[config.mk]
export PLATFORM = sky130hd
export DESIGN_NAME = plic_lite_flat
export DESIGN_NICKNAME = d
export VERILOG_FILES = /design/src/rtl/plic_lite_if.sv /design/src/rtl/plic_lite.sv /design/src/flat_wrapper.sv
export SDC_FILE = /design/constraint.sdc
export NUM_CORES = 1
export LEC_CHECK = 0
export ABC_AREA = 1
export ABC_CLOCK_PERIOD_IN_PS = 6700
export CAP_MARGIN = 20
export CELL_PAD_IN_SITES_DETAIL_PLACEMENT = 0
export CELL_PAD_IN_SITES_GLOBAL_PLACEMENT = 1
export CORE_MARGIN = 2
export CORE_UTILIZATION = 26
export DETAILED_ROUTE_END_ITERATION = 7
export PLACE_DENSITY_LB_ADDON = 0.2
export SKIP_CTS_REPAIR_TIMING = 1
export SLEW_MARGIN = 20
export SYNTH_ARGS = -nofsm -noshare
export SYNTH_HDL_FRONTEND = slang
export SYNTH_SLANG_ARGS = --single-unit
[constraint.sdc]
create_clock -name wb_clk_i -period 6.7 [get_ports wb_clk_i]
set_input_delay 2.01 -clock wb_clk_i [delete_from_list [all_inputs] [get_ports wb_clk_i]]
set_output_delay 2.01 -clock wb_clk_i [all_outputs]
set_load 0.01 [all_outputs]
[src/rtl/plic_lite_if.sv]
// Wishbone slave bundle for the interrupt controller register window.
interface plic_lite_if;
  logic [31:0] wb_adr_i;
  logic [31:0] wb_dat_o;
  logic [31:0] wb_dat_i;
  logic [3:0]  wb_sel_i;
  logic        wb_we_i;
  logic        wb_stb_i;
  logic        wb_cyc_i;
  logic        wb_ack_o;

  modport master (
    output wb_adr_i, wb_dat_i, wb_sel_i, wb_we_i, wb_stb_i, wb_cyc_i,
    input  wb_dat_o, wb_ack_o
  );

  modport slave (
    input  wb_adr_i, wb_dat_i, wb_sel_i, wb_we_i, wb_stb_i, wb_cyc_i,
    output wb_dat_o, wb_ack_o
  );
endinterface

[src/rtl/plic_lite.sv]
// Platform-level interrupt controller: per-source gateways, priority arbiter,
// claim/complete register and machine external interrupt generation.
module plic_lite #(
  parameter int unsigned NSRC   = 8,
  parameter int unsigned PRIO_W = 3,
  parameter logic [31:0] BASE   = 32'h0C00_0000
) (
  input  logic                wb_clk_i,
  input  logic                wb_rst_i,
  plic_lite_if.slave          wb,
  input  logic [NSRC-1:0]     irq_src_i,
  input  logic [31:0]         csr_mie,
  input  logic [31:0]         csr_mstatus,
  output logic                Interrupt,
  output logic [30:0]         Exception_code
);

  localparam int unsigned IDW         = $clog2(NSRC);
  localparam logic [31:0] OFF_PENDING = 32'h0000_1000;
  localparam logic [31:0] OFF_ENABLE  = 32'h0000_2000;
  localparam logic [31:0] OFF_THRESH  = 32'h0020_0000;
  localparam logic [31:0] OFF_CLAIM   = 32'h0020_0004;
  localparam logic [30:0] CAUSE_MEI   = 31'd11;

  typedef enum logic [1:0] {
    GW_IDLE   = 2'd0,
    GW_PEND   = 2'd1,
    GW_FLIGHT = 2'd2
  } gw_state_e;

  // Bus-side registers
  logic              ack_q, ack_d;
  logic [31:0]       rdata_q, rdata_d;

  // Configuration registers
  logic [PRIO_W-1:0] prio_q [NSRC];
  logic [PRIO_W-1:0] prio_d [NSRC];
  logic [NSRC-1:0]   enable_q, enable_d;
  logic [PRIO_W-1:0] thr_q, thr_d;

  // Gateway state per source
  gw_state_e         gw_q [NSRC];
  gw_state_e         gw_d [NSRC];

  // Arbiter and interrupt output registers
  logic [IDW-1:0]    best_q, best_d;
  logic [PRIO_W-1:0] best_prio_c;
  logic              intr_q, intr_d;
  logic [30:0]       code_q, code_d;

  // Decode signals
  logic              access_c;
  logic              rd_c;
  logic              wr_c;
  logic [31:0]       off_c;
  logic              prio_hit_c;
  logic              pend_hit_c;
  logic              en_hit_c;
  logic              thr_hit_c;
  logic              claim_hit_c;
  logic [IDW-1:0]    prio_idx_c;
  logic              claim_c;
  logic              complete_c;
  logic [IDW-1:0]    comp_id_c;
  logic [NSRC-1:0]   pending_c;
  logic              unused_c;

  assign wb.wb_ack_o    = ack_q;
  assign wb.wb_dat_o    = rdata_q;
  assign Interrupt      = intr_q;
  assign Exception_code = code_q;

  // Bits of the CSRs, write data and address offset that the decode does not consume
  assign unused_c = ^{csr_mie, csr_mstatus, wb.wb_dat_i, irq_src_i[0], off_c};

  // Access qualification and register window decode; an access is only taken while ack is low
  always_comb begin
    access_c    = wb.wb_cyc_i & wb.wb_stb_i & ~ack_q;
    rd_c        = access_c & ~wb.wb_we_i;
    wr_c        = access_c & wb.wb_we_i & (wb.wb_sel_i == 4'hF);
    off_c       = wb.wb_adr_i - BASE;
    prio_hit_c  = (off_c[1:0] == 2'b00) && (off_c[31:2] != 30'd0) && (off_c[31:2] < 30'(NSRC));
    prio_idx_c  = off_c[IDW+1:2];
    pend_hit_c  = (off_c == OFF_PENDING);
    en_hit_c    = (off_c == OFF_ENABLE);
    thr_hit_c   = (off_c == OFF_THRESH);
    claim_hit_c = (off_c == OFF_CLAIM);
    claim_c     = rd_c & claim_hit_c & (best_q != '0);
    complete_c  = wr_c & claim_hit_c & (wb.wb_dat_i != 32'd0) & (wb.wb_dat_i < 32'(NSRC));
    comp_id_c   = wb.wb_dat_i[IDW-1:0];
  end

  // Read data mux and single-cycle acknowledge
  always_comb begin
    ack_d   = access_c;
    rdata_d = rdata_q;
    if (rd_c) begin
      rdata_d = 32'd0;
      if (prio_hit_c) begin
        rdata_d = 32'(prio_q[prio_idx_c]);
      end else if (pend_hit_c) begin
        rdata_d = 32'(pending_c);
      end else if (en_hit_c) begin
        rdata_d = 32'(enable_q);
      end else if (thr_hit_c) begin
        rdata_d = 32'(thr_q);
      end else if (claim_hit_c) begin
        rdata_d = 32'(best_q);
      end
    end
  end

  // Bus registers
  always_ff @(posedge wb_clk_i) begin
    if (wb_rst_i) begin
      ack_q   <= 1'b0;
      rdata_q <= 32'd0;
    end else begin
      ack_q   <= ack_d;
      rdata_q <= rdata_d;
    end
  end

  // Configuration write decode; id 0 has no priority and can never be enabled
  always_comb begin
    prio_d   = prio_q;
    enable_d = enable_q;
    thr_d    = thr_q;
    if (wr_c) begin
      if (prio_hit_c) begin
        prio_d[prio_idx_c] = wb.wb_dat_i[PRIO_W-1:0];
      end
      if (en_hit_c) begin
        enable_d = wb.wb_dat_i[NSRC-1:0] & ~NSRC'(1);
      end
      if (thr_hit_c) begin
        thr_d = wb.wb_dat_i[PRIO_W-1:0];
      end
    end
    prio_d[0] = '0;
  end

  // Configuration registers
  always_ff @(posedge wb_clk_i) begin
    if (wb_rst_i) begin
      for (int i = 0; i < NSRC; i++) begin
        prio_q[i] <= '0;
      end
      enable_q <= '0;
      thr_q    <= '0;
    end else begin
      prio_q   <= prio_d;
      enable_q <= enable_d;
      thr_q    <= thr_d;
    end
  end

  // Gateway state register
  always_ff @(posedge wb_clk_i) begin
    if (wb_rst_i) begin
      for (int i = 0; i < NSRC; i++) begin
        gw_q[i] <= GW_IDLE;
      end
    end else begin
      gw_q <= gw_d;
    end
  end

  // Gateway next state: latch a rising level, hand off on claim, re-arm on complete
  always_comb begin
    gw_d = gw_q;
    gw_d[0] = GW_IDLE;
    for (int i = 1; i < NSRC; i++) begin
      case (gw_q[i])
        GW_IDLE: begin
          if (irq_src_i[i]) begin
            gw_d[i] = GW_PEND;
          end
        end
        GW_PEND: begin
          if (claim_c && (best_q == IDW'(i))) begin
            gw_d[i] = GW_FLIGHT;
          end
        end
        GW_FLIGHT: begin
          if (complete_c && (comp_id_c == IDW'(i))) begin
            gw_d[i] = GW_IDLE;
          end
        end
        default: gw_d[i] = GW_IDLE;
      endcase
    end
  end

  // Gateway outputs: pending bit per source
  always_comb begin
    pending_c = '0;
    for (int i = 1; i < NSRC; i++) begin
      pending_c[i] = (gw_q[i] == GW_PEND);
    end
  end

  // Priority arbiter: strictly-greater compare in ascending id order gives lowest id on ties
  always_comb begin
    best_d      = '0;
    best_prio_c = '0;
    for (int i = 1; i < NSRC; i++) begin
      if (pending_c[i] && enable_q[i] && (prio_q[i] > thr_q) && (prio_q[i] > best_prio_c)) begin
        best_d      = IDW'(i);
        best_prio_c = prio_q[i];
      end
    end
  end

  // Machine external interrupt request, masked by MEIE and global MIE
  always_comb begin
    intr_d = (best_q != '0) & csr_mstatus[3] & csr_mie[11];
    code_d = intr_d ? CAUSE_MEI : 31'd0;
  end

  // Arbiter result and interrupt output registers
  always_ff @(posedge wb_clk_i) begin
    if (wb_rst_i) begin
      best_q <= '0;
      intr_q <= 1'b0;
      code_q <= 31'd0;
    end else begin
      best_q <= best_d;
      intr_q <= intr_d;
      code_q <= code_d;
    end
  end

endmodule

[src/flat_wrapper.sv]
// flat-port wrapper written by rule: the top's interface ports become plain ports
module plic_lite_flat 
#(
  parameter int unsigned NSRC   = 8,
  parameter int unsigned PRIO_W = 3,
  parameter logic [31:0] BASE   = 32'h0C00_0000
)
  (wb_clk_i, wb_rst_i, irq_src_i, csr_mie, csr_mstatus, Interrupt, Exception_code, wb_wb_adr_i, wb_wb_dat_i, wb_wb_sel_i, wb_wb_we_i, wb_wb_stb_i, wb_wb_cyc_i, wb_wb_dat_o, wb_wb_ack_o);
  plic_lite_if wb_i ();
  input  logic wb_clk_i;
  input  logic wb_rst_i;
  input  logic [NSRC-1:0] irq_src_i;
  input  logic [31:0] csr_mie;
  input  logic [31:0] csr_mstatus;
  output logic Interrupt;
  output logic [30:0] Exception_code;
  input wire logic [$bits(wb_i.wb_adr_i)-1:0] wb_wb_adr_i;
  input wire logic [$bits(wb_i.wb_dat_i)-1:0] wb_wb_dat_i;
  input wire logic [$bits(wb_i.wb_sel_i)-1:0] wb_wb_sel_i;
  input wire logic [$bits(wb_i.wb_we_i)-1:0] wb_wb_we_i;
  input wire logic [$bits(wb_i.wb_stb_i)-1:0] wb_wb_stb_i;
  input wire logic [$bits(wb_i.wb_cyc_i)-1:0] wb_wb_cyc_i;
  output wire logic [$bits(wb_i.wb_dat_o)-1:0] wb_wb_dat_o;
  output wire logic [$bits(wb_i.wb_ack_o)-1:0] wb_wb_ack_o;
  assign wb_i.wb_adr_i = wb_wb_adr_i;
  assign wb_i.wb_dat_i = wb_wb_dat_i;
  assign wb_i.wb_sel_i = wb_wb_sel_i;
  assign wb_i.wb_we_i = wb_wb_we_i;
  assign wb_i.wb_stb_i = wb_wb_stb_i;
  assign wb_i.wb_cyc_i = wb_wb_cyc_i;
  assign wb_wb_dat_o = wb_i.wb_dat_o;
  assign wb_wb_ack_o = wb_i.wb_ack_o;
  plic_lite #(.NSRC(NSRC), .PRIO_W(PRIO_W), .BASE(BASE)) u_core (.wb_clk_i(wb_clk_i), .wb_rst_i(wb_rst_i), .wb(wb_i), .irq_src_i(irq_src_i), .csr_mie(csr_mie), .csr_mstatus(csr_mstatus), .Interrupt(Interrupt), .Exception_code(Exception_code));
endmodule
== After elaboration in Yosys (flattened, before gate mapping) ==
Cells that the tools add are included.

* Register bits: 113
* Bits of input ports: 145
* Logic and storage cells: 221

* $add $sub $neg: 1
* Order comparisons: 18
* Equal/unequal tests: 54
* Muxes and demuxes: 53
* Bitwise gates (word level): 15
* Reduce and logical (&&, ||, !) cells: 59

{| class="wikitable"
|+ Operators with widths
! cell !! number
|-
| $mux 32 || 4
|-
| $eq 32x22->1 const B || 2
|-
| $mux 3 || 16
|-
| $mux 2 || 21
|-
| $pmux 2 s3 || 7
|-
| $gt 3x3->1 || 13
|-
| $logic_and 1x1->1 || 38
|-
| $eq 32x13->1 const B || 1
|-
| $eq 32x14->1 const B || 1
|-
| $lt 32x4->1 const B || 1
|-
| $reduce_bool 32->1 || 1
|-
| $sub 32x28->32 const B || 1
|-
| $lt 30x4->1 const B || 1
|-
| $reduce_bool 30->1 || 1
|-
| $ne 2x2->1 const B || 14
|-
| $bwmux 24 || 1
|-
| $eq 3x3->1 const B || 8
|-
| $reduce_and 3->1 || 7
|-
| $logic_not 2->1 || 8
|-
| $eq 2x1->1 const B || 7
|-
| $eq 2x2->1 const B || 7
|-
| $ne 2x1->1 const B || 7
|-
| $and 1x1->1 || 12
|-
| $eq 3x2->1 const B || 4
|-
| 13 further kinds || 17
|}

== Longest topological paths before layout ==
Gate-level depths: netlist of run 1.

* Depth in word-level cells: 23
* Depth in mapped cells: 57
* Gate-level depth less buffers: 57

== Worst setup path after synthesis of run 1 ==
Ideal clock, no wire load.

* Kind: register to register
* Start point: register u_core.thr_q[2]
* End point: register u_core.best_q[0]
* Arrival: 6.806 ns
* Path slack: -0.176 ns
* Stages on the path, launching flop included: 52
* Path through: dfxtp_1 -> inv_1 -> ha_1 -> nand2_1 -> nor2_1 -> nor2_1 -> nand2_1 -> nor2_1 -> inv_1 -> ha_1 -> nand2_1 -> nor2_1 -> nor2_1 -> nor2_1 -> nand2_1 -> nand2_1 -> nand2_1 -> ha_1 -> (+16 left out) -> o21ai_0 -> nand3_1 -> nand3_2 -> nand3_1 -> and2_1 -> ha_1 -> nand2_1 -> o21ai_0 -> a311oi_1 -> nand3_1 -> nand3_1 -> nand2_1 -> ha_1 -> nand3_1 -> o2111a_1 -> nand3_1 -> o21a_1 -> a21oi_1

* Cells in the longest elaborated chain, start to end: 22
* Elaborated cells between the ends (all ways): 40

{| class="wikitable"
|+ Ends and longest elaborated chain
! what !! RTL line !! text
|-
| start, declared || plic_lite.sv:39 || <nowiki>logic [PRIO_W-1:0] thr_q, thr_d;</nowiki>
|-
| start signal, assigned || plic_lite.sv:154 || <nowiki>thr_q <= thr_d;</nowiki>
|-
| $gt 3x3->1 || plic_lite.sv:208 || <nowiki>if (pending_c[i] && enable_q[i] && (prio_q[i] > thr_q) && (prio_q[i] > best_prio_c)) begin</nowiki>
|-
| $logic_and 1x1->1 (2 in a row) || plic_lite.sv:208 ||
|-
| $mux 3 || plic_lite.sv:208 ||
|-
| $gt 3x3->1 || plic_lite.sv:208 ||
|-
| $logic_and 1x1->1 || plic_lite.sv:208 ||
|-
| $mux 3 || plic_lite.sv:208 ||
|-
| $gt 3x3->1 || plic_lite.sv:208 ||
|-
| $logic_and 1x1->1 || plic_lite.sv:208 ||
|-
| (+5 left out) || - ||
|-
| $logic_and 1x1->1 || plic_lite.sv:208 ||
|-
| $mux 3 || plic_lite.sv:208 ||
|-
| $gt 3x3->1 || plic_lite.sv:208 ||
|-
| $logic_and 1x1->1 || plic_lite.sv:208 ||
|-
| $mux 3 || plic_lite.sv:208 ||
|-
| $gt 3x3->1 || plic_lite.sv:208 ||
|-
| $logic_and 1x1->1 || plic_lite.sv:208 ||
|-
| $mux 3 (*) || plic_lite.sv:208 ||
|-
| end signal, assigned || plic_lite.sv:228 || <nowiki>best_q <= best_d;</nowiki>
|-
| end, declared || plic_lite.sv:46 || <nowiki>logic [IDW-1:0] best_q, best_d;</nowiki>
|}

Every way passes the cells marked *; elsewhere a longest branch is shown, timed or not.
A chain may end at the register's enable or synchronous reset.

== Worst setup path after layout of run 1 ==
Ends and elaborated chain as after synthesis.

==> impl_metrics.py, run 1 <==
metrics = {
    "drt": {
        "drt_iter0_drc": 262,
        "ant_nets": 0,
        "drcViolationCount": 0,
        "vias": 5002,
        "dr.pass1.iters": 7,
        "routed_wirelength_mm": 16.6,
        "drt-vias-per-instance": 4.67,
        "wl_per_cell_um": 15.5,
    },
    "die": {
        "dieArea_um2": 19000,
        "die_x_um": 138,
        "die_h_um": 138,
        "rows": 48,
        "ios": 210,
        "coreArea_um2": 17400,
        "start_util_pct": 26.8,
    },
    "sta": {
        "post-route-period-util_pct": 102,
        "slew_headroom_pct": 29.6,
        "max_freq_mhz": 146,
        "worst_slack_ns": -0.145,
        "hold_violations": 0,
        "period_minus_slack_ns": 6.84,
        "final.setup.tns_ns": -0.382,
        "worst_pin_slew_ns": 1.05,
        "setup_viol": 3,
        "rsz0062_at_grt": "yes",
        "drv_slew": 0,
        "final.setup_skew_ns": 0.00875,
    },
    "synth": {
        "synth_cell_type_count": 41,
        "netlist_instances": 707,
        "synth-seq-area-share_pct": 24.9,
        "synth-seq-cells": 58,
        "avgSynthCellArea_um2": 6.60,
        "yosys_warnings": 0,
        "ys_async_sr_fraction_pct": 0,
        "synth_edf_count": 0,
        "syn_area_um2": 4660,
        "synth_ff_type": "dfxtp_1",
    },
    "clocking": {
        "cts_tree": "done",
        "cts_max_path_buffers": 2,
        "cts_root_buffer": "clkbuf_16",
        "clk_latency_ns": 0.34,
        "cts_sinks": 58,
        "cts_buffers": 9,
        "htreeDepth": 3,
        "clkSlewWorstSetupHoldPaths_ns": 0.05,
    },
    "min_path": {
        "holdPathEnd": "u_core.wb.wb_dat_o[5]",
        "hp-class": "register to register",
        "hold_start": "u_core.wb.wb_dat_o[5]",
        "holdPathStages": 2,
    },
    "worst_setup_path": {
        "cp-start-kind": "register",
        "cp_max_fo": 5,
        "rr_endpoint": "u_core.best_q[0]",
        "arrival_ns": 7.09,
        "worstPathRequired_ns": 6.95,
        "rrSetupSlack_ns": -0.14,
        "max_stage_delay_ns": 0.32,
        "slowest_stage": "dfxtp_2",
        "cpMostUsedCell": "nand2_2",
        "reg2reg_depth": 53,
        "crit-reg2reg-launch": "u_core.thr_q[2]",
        "worstSetupPathType": "register to register",
        "cp-end-kind": "register",
    },
    "power": {
        "peakVddDrop_mv": 0.116,
        "leakage_nw": 2.90,
        "pwr_density_cell_nw_per_um2": 145,
    },
    "global_route": {
        "grt_util_all_layers_pct": 16.7,
        "grt_pass1_vias": 4648,
        "antenna_found_initial": 0,
        "grt_pass1_wl_mm": 24.1,
        "grt_max_degree": 38,
        "grt-ovfl-total": 0,
    },
    "finish": {
        "final_cell_mix": "clkdlybuf4s50_1 (94), nand2_1 (88), nor2_1 (70)",
        "insertedDiodeCount": 0,
        "final_core_util_pct": 39.2,
        "syn_to_final_growth_pct": 46.2,
        "final_layout_size_suffix_gt1_share_pct": 21.5,
        "layout_commonest_cell": "clkdlybuf4s50_1",
        "fillers": 1832,
        "seq_area_um2": 1170,
        "multiInputGateArea_um2": 3450,
        "layout.nets": 1023,
        "stdcell_area_um2": 6820,
    },
    "placement": {
        "routabilityCongestion": 0.802,
        "postPlaceCellArea_um2": 5880,
        "hpwl_mm": 12.6,
        "portBuffers": 94,
    },
    "job": {
        "cap_violations": 0,
    },
    "run_status": {
        "status": "complete, but fails checks",
        "violations": "setup timing",
    },
}
[metrics by stage]
step / hold slack (ns) / instances / worst slack, ns / total power (W)
finish: 0.461 / 1071 / -0.145 / 0.000991
global route: 0.477 / 1071 / -0.630 / 0.00103
CTS: 0.466 / 1059 / -0.585 / 0.00100
detailed placement: 0.459 / 1043 / -0.542 / 0.000495
global placement: 0.458 / 1043 / -0.540 / 0.000493
floorplan: 0.474 / 758 / 0.00628 / 0.000446
[worst max-delay path: cells and delay by family (launching register included)]
family | cells | cell delay, ns
and+or+nand+nor | 32 | 3.38
adders and majority gates | 7 | 1.52
AOI/OAI and AO/OA | 8 | 1.08
buffers and inverters | 6 | 0.46
DFF | 1 | 0.32
[logic make-up (layout without fill, tap and decap cells)]
group / after synthesis / in the layout / synth area share [%]
AO/OA/AOI/OAI: 164 / 164 / 19.1
adder cells (fa/ha/maj): 37 / 37 / 9.93
buffers and inverters: 147 / 235 / 16.5
flip-flops: 58 / 58 / 24.9
other: 1 / 52 / 0.0804
AND/OR/NAND/NOR: 300 / 300 / 29.6
[cell usage after synthesis, drive strengths merged, types with 2 or more instances]
library cell  number  area [um2]
nand2            116         455
nand3             61         310
buf               58         434
nor4               5        46.3
nor3              10        61.3
inv               79         297
o21bai             4        30.0
o21ai             70         354
clkbuf            10        37.5
a311oi             2        17.5
dfxtp             58        1160
nand4             12        75.1
a31oi              2        12.5
nand3b             3        22.5
or2                3        18.8
o211ai             8        60.1
nor2              84         350
and2               3        18.8
ha                37         463
o221ai             2        17.5
and3               2        12.5
a21oi             72         364
[area by class of cell]
| cell class | count | share of cell area, % |
|---|---|---|
| clock buffers | 11 | 3.56 |
| clock inverters | 5 | 1.14 |
| inverters | 79 | 4.35 |
| multi-input cells | 553 | 50.6 |
| flip-flops and latches | 58 | 17.1 |
| well taps | 225 | 4.13 |
| repair buffers | 140 | 19.1 |
[sequential cells by signal, summed over array words and instances (netlist names)]
register / flops
u_core.enable_q: 7
u_core.prio_q: 21
u_core.gw_q: 14
u_core.best_q: 3
u_core.thr_q: 3
u_core.Exception_code: 1
u_core.wb.wb_ack_o: 1
u_core.wb.wb_dat_o: 8
[power by group]
part | switching (W) | total [W] | internal, W
logic | 0.0000719 | 0.000131 | 0.0000595
clock network | 0.000168 | 0.000502 | 0.000334
registers | 0.00000482 | 0.000358 | 0.000353
total | 0.000245 | 0.000991 | 0.000747
[worst max path at each step]
stage | from | cells past startpoint | to
global placement | u_core.thr_q[2] | 52 | u_core.best_q[0]
CTS | u_core.thr_q[2] | 51 | u_core.best_q[0]
global route | u_core.thr_q[2] | 55 | u_core.best_q[0]
detailed placement | u_core.thr_q[2] | 51 | u_core.best_q[0]
floorplan | u_core.thr_q[1] | 50 | u_core.best_q[0]
finish | u_core.thr_q[2] | 53 | u_core.best_q[0]
[per-layer routing]
layer	track usage, %	wire [um]
met2	28.5	8050
met5	0	0
met3	2.56	923
met4	4.37	197
met1	21.9	7410
Note: power is estimated with default switching activity, not from simulation.
==> inputs of run 2 (changes only) <==
ABC_CLOCK_PERIOD_IN_PS = not set   (was 6700)
CAP_MARGIN = not set   (was 20)
CORE_ASPECT_RATIO = 0.9   (was not set)
==> run 2 against run 1 <==
Against the previous run:
- the flow still finishes with violations (setup timing)
- sequential power about the same
- die area about the same
- core utilization down 0.76 points
- sequential share of layout area up 0.15 points
- largest power group unchanged
- critical endpoint is now u_core.best_q[1]
==> impl_metrics.py, run 2 (synthesis gave the netlist of run 1 again) <==
metrics = {
    "run_status": {
        "status": "complete, but fails checks",
        "violations": "setup timing",
    },
    "clocking": {
        "cts_root_buffer": "clkbuf_16",
        "cts_buffers": 9,
        "cts_tree": "done",
        "cts_max_path_buffers": 2,
        "clkSlewWorstSetupHoldPaths_ns": 0.05,
        "cts_sinks": 58,
        "clk_latency_ns": 0.33,
        "htreeDepth": 3,
    },
    "worst_setup_path": {
        "cp_max_fo": 6,
        "max_stage_delay_ns": 0.33,
        "crit-reg2reg-launch": "u_core.thr_q[2]",
        "cp-start-kind": "register",
        "rrSetupSlack_ns": -0.09,
        "worstSetupPathType": "register to register",
        "reg2reg_depth": 54,
        "arrival_ns": 7.06,
        "rr_endpoint": "u_core.best_q[1]",
        "slowest_stage": "dfxtp_2",
        "cp-end-kind": "register",
        "worstPathRequired_ns": 6.97,
    },
    "drt": {
        "drcViolationCount": 0,
        "wl_per_cell_um": 14.9,
        "routed_wirelength_mm": 16.3,
        "dr.pass1.iters": 5,
        "vias": 5063,
        "ant_nets": 0,
        "drt_iter0_drc": 284,
        "drt-vias-per-instance": 4.63,
    },
    "die": {
        "ios": 210,
        "die_x_um": 145,
        "start_util_pct": 26.5,
        "coreArea_um2": 17600,
        "dieArea_um2": 19000,
        "rows": 46,
        "die_h_um": 131,
    },
    "global_route": {
        "grt_max_degree": 38,
        "grt_pass1_wl_mm": 23.9,
        "grt_pass1_vias": 4622,
        "antenna_found_initial": 0,
        "grt_util_all_layers_pct": 16.4,
        "grt-ovfl-total": 0,
    },
    "sta": {
        "setup_viol": 3,
        "hold_violations": 0,
        "rsz0062_at_grt": "yes",
        "final.setup_skew_ns": 0.00540,
        "worst_slack_ns": -0.0898,
        "period_minus_slack_ns": 6.79,
        "worst_pin_slew_ns": 0.997,
        "max_freq_mhz": 147,
        "slew_headroom_pct": 33.1,
        "drv_slew": 0,
        "post-route-period-util_pct": 101,
        "whs_ns": 0.468,
    },
    "placement": {
        "portBuffers": 94,
        "routabilityCongestion": 0.853,
        "hpwl_mm": 12.3,
    },
    "power": {
        "finalPower_w": 0.000922,
        "peakVddDrop_mv": 0.114,
        "leakage_nw": 2.88,
        "pwr_density_cell_nw_per_um2": 136,
    },
    "finish": {
        "final_cell_mix": "clkdlybuf4s50_1 (94), nand2_1 (91), a21oi_1 (69)",
        "largest_register": "u_core.prio_q",
        "largest_register_ffs": 21,
        "final_core_util_pct": 38.4,
        "layout_commonest_cell": "clkdlybuf4s50_1",
        "insertedDiodeCount": 0,
        "final_layout_size_suffix_gt1_share_pct": 21.1,
        "syn_to_final_growth_pct": 45.0,
        "layout.nets": 1030,
    },
    "min_path": {
        "hp-class": "register to register",
        "holdPathEnd": "u_core.wb.wb_dat_o[4]",
        "holdPathStages": 2,
        "hold_start": "u_core.wb.wb_dat_o[4]",
    },
    "job": {
        "cap_violations": 0,
    },
}
[run 2: cell count changes in the layout (fill, tap and decap cells not counted), moves of 3 or more]
cell and change:
buf_4 +9, nand2_1 +3, nand2_2 -3, nand3_4 -4
[run 2: per-layer routing]
layer  vias up  wire length [um]  GRT usage (%)
li1       2557                 -              -
met2       157              7480           27.0
met4         0               259           5.88
met5         -                 0              0
met3        18               818           2.56
met1      2331              7690           22.0
[run 2: worst max path at each step]
| stage | from | slack (ns) | to | cells after the start |
|---|---|---|---|---|
| after global placement | u_core.thr_q[2] | -0.57 | u_core.best_q[0] | 52 |
| after floorplan | u_core.thr_q[1] | 0.006 | u_core.best_q[0] | 50 |
| final | u_core.thr_q[2] | -0.09 | u_core.best_q[1] | 54 |
| after global routing | u_core.thr_q[2] | -0.53 | u_core.best_q[1] | 54 |
| after CTS | u_core.thr_q[2] | -0.71 | u_core.best_q[1] | 53 |
| after detailed placement | u_core.thr_q[2] | -0.64 | u_core.best_q[0] | 52 |
[run 2: layout make-up]
cell class / count / area (um2)
Clock inverter: 5 / 30.0
Tap cell: 240 / 300
Timing Repair Buffer: 147 / 1350
Clock buffer: 11 / 243
Multi-Input combinational cell: 553 / 3380
Sequential cell: 58 / 1170
Fill cell: 1897 / 10900
Inverter: 79 / 297
[run 2: worst max-delay path, delay by kind of cell, from the launching register on]
kind	cells	cell delay [ns]
AOI/OAI and AO/OA	8	1.04
adders and majority gates	7	1.45
buffers and inverters	7	0.58
DFF	1	0.33
and+or+nand+nor	32	3.29
[run 2: where the power goes]
part	internal (W)	switching [W]	total, W
logic	0.0000604	0.0000733	0.000134
clock network	0.000258	0.000173	0.000431
registers	0.000353	0.00000467	0.000357
[run 2: stage by stage]
stage	setup TNS (ns)	cells	setup WS, ns	area, um2
detailed placement	-1.85	1063	-0.642	5940
global route	-1.51	1093	-0.525	6760
CTS	-2.05	1079	-0.707	6210
finish	-0.212	1093	-0.0898	6760
global placement	-1.65	1063	-0.572	5940
floorplan	0	758	0.00628	4870
==> inputs of run 3 (changes only) <==
ABC_AREA = not set   (was 1)
CORE_UTILIZATION = 29   (was 26)
clock period = 7.4 ns   (was 6.7 ns; I/O delays follow)
==> run 3 against run 2 <==
Against the previous run:
- the run still ends with setup timing left
- setup slack got worse by 0.30 ns
- maximum frequency down 13%
- design area shrank 5.2%
- core utilization is 5.2 points higher
- first-iteration DRC count decreased by 35%
- critical endpoint is now u_core.best_q[0]
==> impl_metrics.py, run 3 <==
metrics = {
    "run_status": {
        "status": "complete, but fails checks",
        "violations": "setup timing",
    },
    "synth": {
        "synth_cell_type_count": 57,
        "synthTopCellsByCount": "nor2_1 (63), dfxtp_1 (58), buf_4 (55)",
        "netlist_instances": 538,
        "synth_ff_type": "dfxtp_1",
        "synth-seq-cells": 58,
        "synth.area.top_cells": "dfxtp_1 (27%), ha_1 (11%), buf_4 (9.5%)",
        "synth_edf_count": 0,
        "yosys.area.top_type": "dfxtp_1",
        "synth_top_cell_area_share_pct": 26.7,
        "avgSynthCellArea_um2": 8.09,
        "ys_async_sr_fraction_pct": 0,
        "yosys.cell_count.top_type": "nor2_1",
        "synth-seq-area-share_pct": 26.7,
        "syn_area_um2": 4350,
        "yosys_warnings": 0,
    },
    "finish": {
        "largest_register_ffs": 21,
        "final_cell_mix": "clkdlybuf4s50_1 (93), nor2_1 (61), buf_4 (53)",
        "final_layout_size_suffix_gt1_share_pct": 22.6,
        "syn_to_final_growth_pct": 47.4,
        "layout_commonest_cell": "clkdlybuf4s50_1",
        "layout.nets": 855,
        "insertedDiodeCount": 0,
        "largest_register": "u_core.prio_q",
    },
    "job": {
        "cap_violations": 0,
    },
    "min_path": {
        "holdPathEnd": "u_core.gw_q[8]",
        "holdPathStages": 1,
        "hold_start": "u_core.gw_q[9]",
        "hp-class": "register to register",
    },
    "sta": {
        "hold_violations": 0,
        "setup_viol": 3,
        "whs_ns": 0.450,
        "period_minus_slack_ns": 7.79,
        "slew_headroom_pct": 43.7,
        "worst_pin_slew_ns": 0.841,
        "drv_slew": 0,
        "rsz0062_at_grt": "yes",
        "final.setup_skew_ns": 0.00705,
        "max_freq_mhz": 128,
        "worst_slack_ns": -0.392,
        "post-route-period-util_pct": 105,
    },
    "die": {
        "rows": 42,
        "dieArea_um2": 16000,
        "die_x_um": 133,
        "start_util_pct": 29.6,
        "die_h_um": 120,
        "ios": 210,
        "coreArea_um2": 14700,
    },
    "drt": {
        "drt_iter0_drc": 185,
        "vias": 4173,
        "drcViolationCount": 0,
        "ant_nets": 0,
        "dr.pass1.iters": 4,
        "wl_per_cell_um": 15.6,
        "drt-vias-per-instance": 4.76,
        "routed_wirelength_mm": 13.7,
    },
    "worst_setup_path": {
        "slowest_stage": "a311oi_4",
        "max_stage_delay_ns": 0.39,
        "cp-start-kind": "register",
        "rr_endpoint": "u_core.best_q[0]",
        "arrival_ns": 8.04,
        "critPathTopFamily": "compound AO/OA/AOI/OAI gates",
        "rrSetupSlack_ns": -0.39,
        "reg2reg_depth": 42,
        "cpMostUsedCell": "ha_4",
        "cp.buffers_inverters": 5,
        "cp_max_fo": 5,
        "worstSetupPathType": "register to register",
        "worstPathRequired_ns": 7.65,
        "cp-end-kind": "register",
        "crit-reg2reg-launch": "u_core.thr_q[2]",
    },
    "clocking": {
        "cts_max_path_buffers": 2,
        "cts_tree": "done",
        "cts_sinks": 58,
        "cts_root_buffer": "clkbuf_16",
        "htreeDepth": 3,
        "clk_latency_ns": 0.34,
        "clkSlewWorstSetupHoldPaths_ns": 0.05,
        "cts_buffers": 9,
    },
    "placement": {
        "routabilityCongestion": 0.839,
        "dp_worst_setup_slack_ns": -0.653,
        "portBuffers": 94,
        "hpwl_mm": 10.4,
    },
    "global_route": {
        "busiest_layer": "met2",
        "antenna_found_initial": 0,
        "grt_util_all_layers_pct": 17.2,
        "grt_pass1_wl_mm": 21.5,
        "grt.met2_usage_pct": 28.7,
        "use_met1_pct": 23.3,
        "grt-ovfl-total": 0,
        "grt_pass1_vias": 4052,
        "use_met3_pct": 2.05,
        "grt_max_degree": 60,
    },
    "power": {
        "leakage_nw": 2.50,
        "pwr_density_cell_nw_per_um2": 134,
        "peakVddDrop_mv": 0.0940,
    },
}
## run 3: cell types whose count changed in the layout (fill, tap and decap cells not counted), sizes merged, moves of 7 or more
cell | before | now
mux2 | 0 | 8
nand2 | 116 | 34
a21oi | 72 | 35
nand3 | 61 | 37
a211oi | 1 | 8
nand2b | 0 | 8
mux2i | 0 | 21
a22oi | 0 | 9
nor2 | 84 | 63
a2111oi | 0 | 7
nor2b | 0 | 15
inv | 78 | 22
o21ai | 70 | 13
## run 3: worst reg2reg max path, delay by kind of cell (launching register included)
family          cells  cell delay [ns]
buf+inv             5             0.41
fa+ha+maj           7             1.74
compound gates     11             2.13
simple gates       16             2.05
flops               1             0.34
mux                 3             1.04
## run 3: layout make-up
class / count / area (um2)
fillers: 1487 / 8300
multi-input cells: 435 / 3240
repair buffers: 148 / 1350
flip-flops and latches: 58 / 1170
clock buffers: 10 / 250
well taps: 198 / 248
inverters: 21 / 81.3
clock inverters: 6 / 72.6
## run 3: report_power, final
| group | total [W] | leakage (nW) | switching, W | internal, W |
|---|---|---|---|---|
| logic | 0.0000970 | 1.87 | 0.0000461 | 0.0000509 |
| clock network | 0.000445 | 0.154 | 0.000161 | 0.000284 |
| registers | 0.000320 | 0.474 | 0.00000317 | 0.000317 |
## run 3: cell families after synthesis
logic type               Yosys count  synth area share [%]
AND/OR/NAND/NOR                  210                  24.6
AO/OA/AOI/OAI                    104                  15.9
buffers and inverters             96                  13.2
flip-flops                        58                  26.7
adder cells (fa/ha/maj)           37                  10.6
multiplexers                      32                  8.80
other                              1                0.0862
## run 3: how the worst max path moves through the flow
stage                           start               end  slack, ns  cells after the start
CTS                 u_core.prio_q[18]  u_core.best_q[0]      -0.70                     41
global route          u_core.thr_q[2]  u_core.best_q[0]      -0.82                     41
finish                u_core.thr_q[2]  u_core.best_q[0]      -0.39                     42
detailed placement  u_core.prio_q[18]  u_core.best_q[0]      -0.65                     41
floorplan           u_core.prio_q[18]  u_core.best_q[0]      -0.03                     42
global placement    u_core.prio_q[18]  u_core.best_q[0]      -0.65                     41
## run 3: metal layers
metal,share of wire (%),vias to the layer above
met1,47,1961
met4,1.1,0
li1,-,2121
met3,4.1,10
met2,48,81
met5,0,-
## run 3: through the flow
step	util, %	area, um2	setup TNS (ns)	cells	power (W)
after floorplan	-	4730	-0.0340	589	0.000384
after global placement	38.8	5710	-1.82	844	0.000422
after detailed placement	38.8	5710	-1.83	844	0.000423
after CTS	41.0	6030	-1.98	860	0.000870
after global routing	43.6	6410	-2.24	876	0.000890
final	43.6	6410	-0.990	876	0.000862
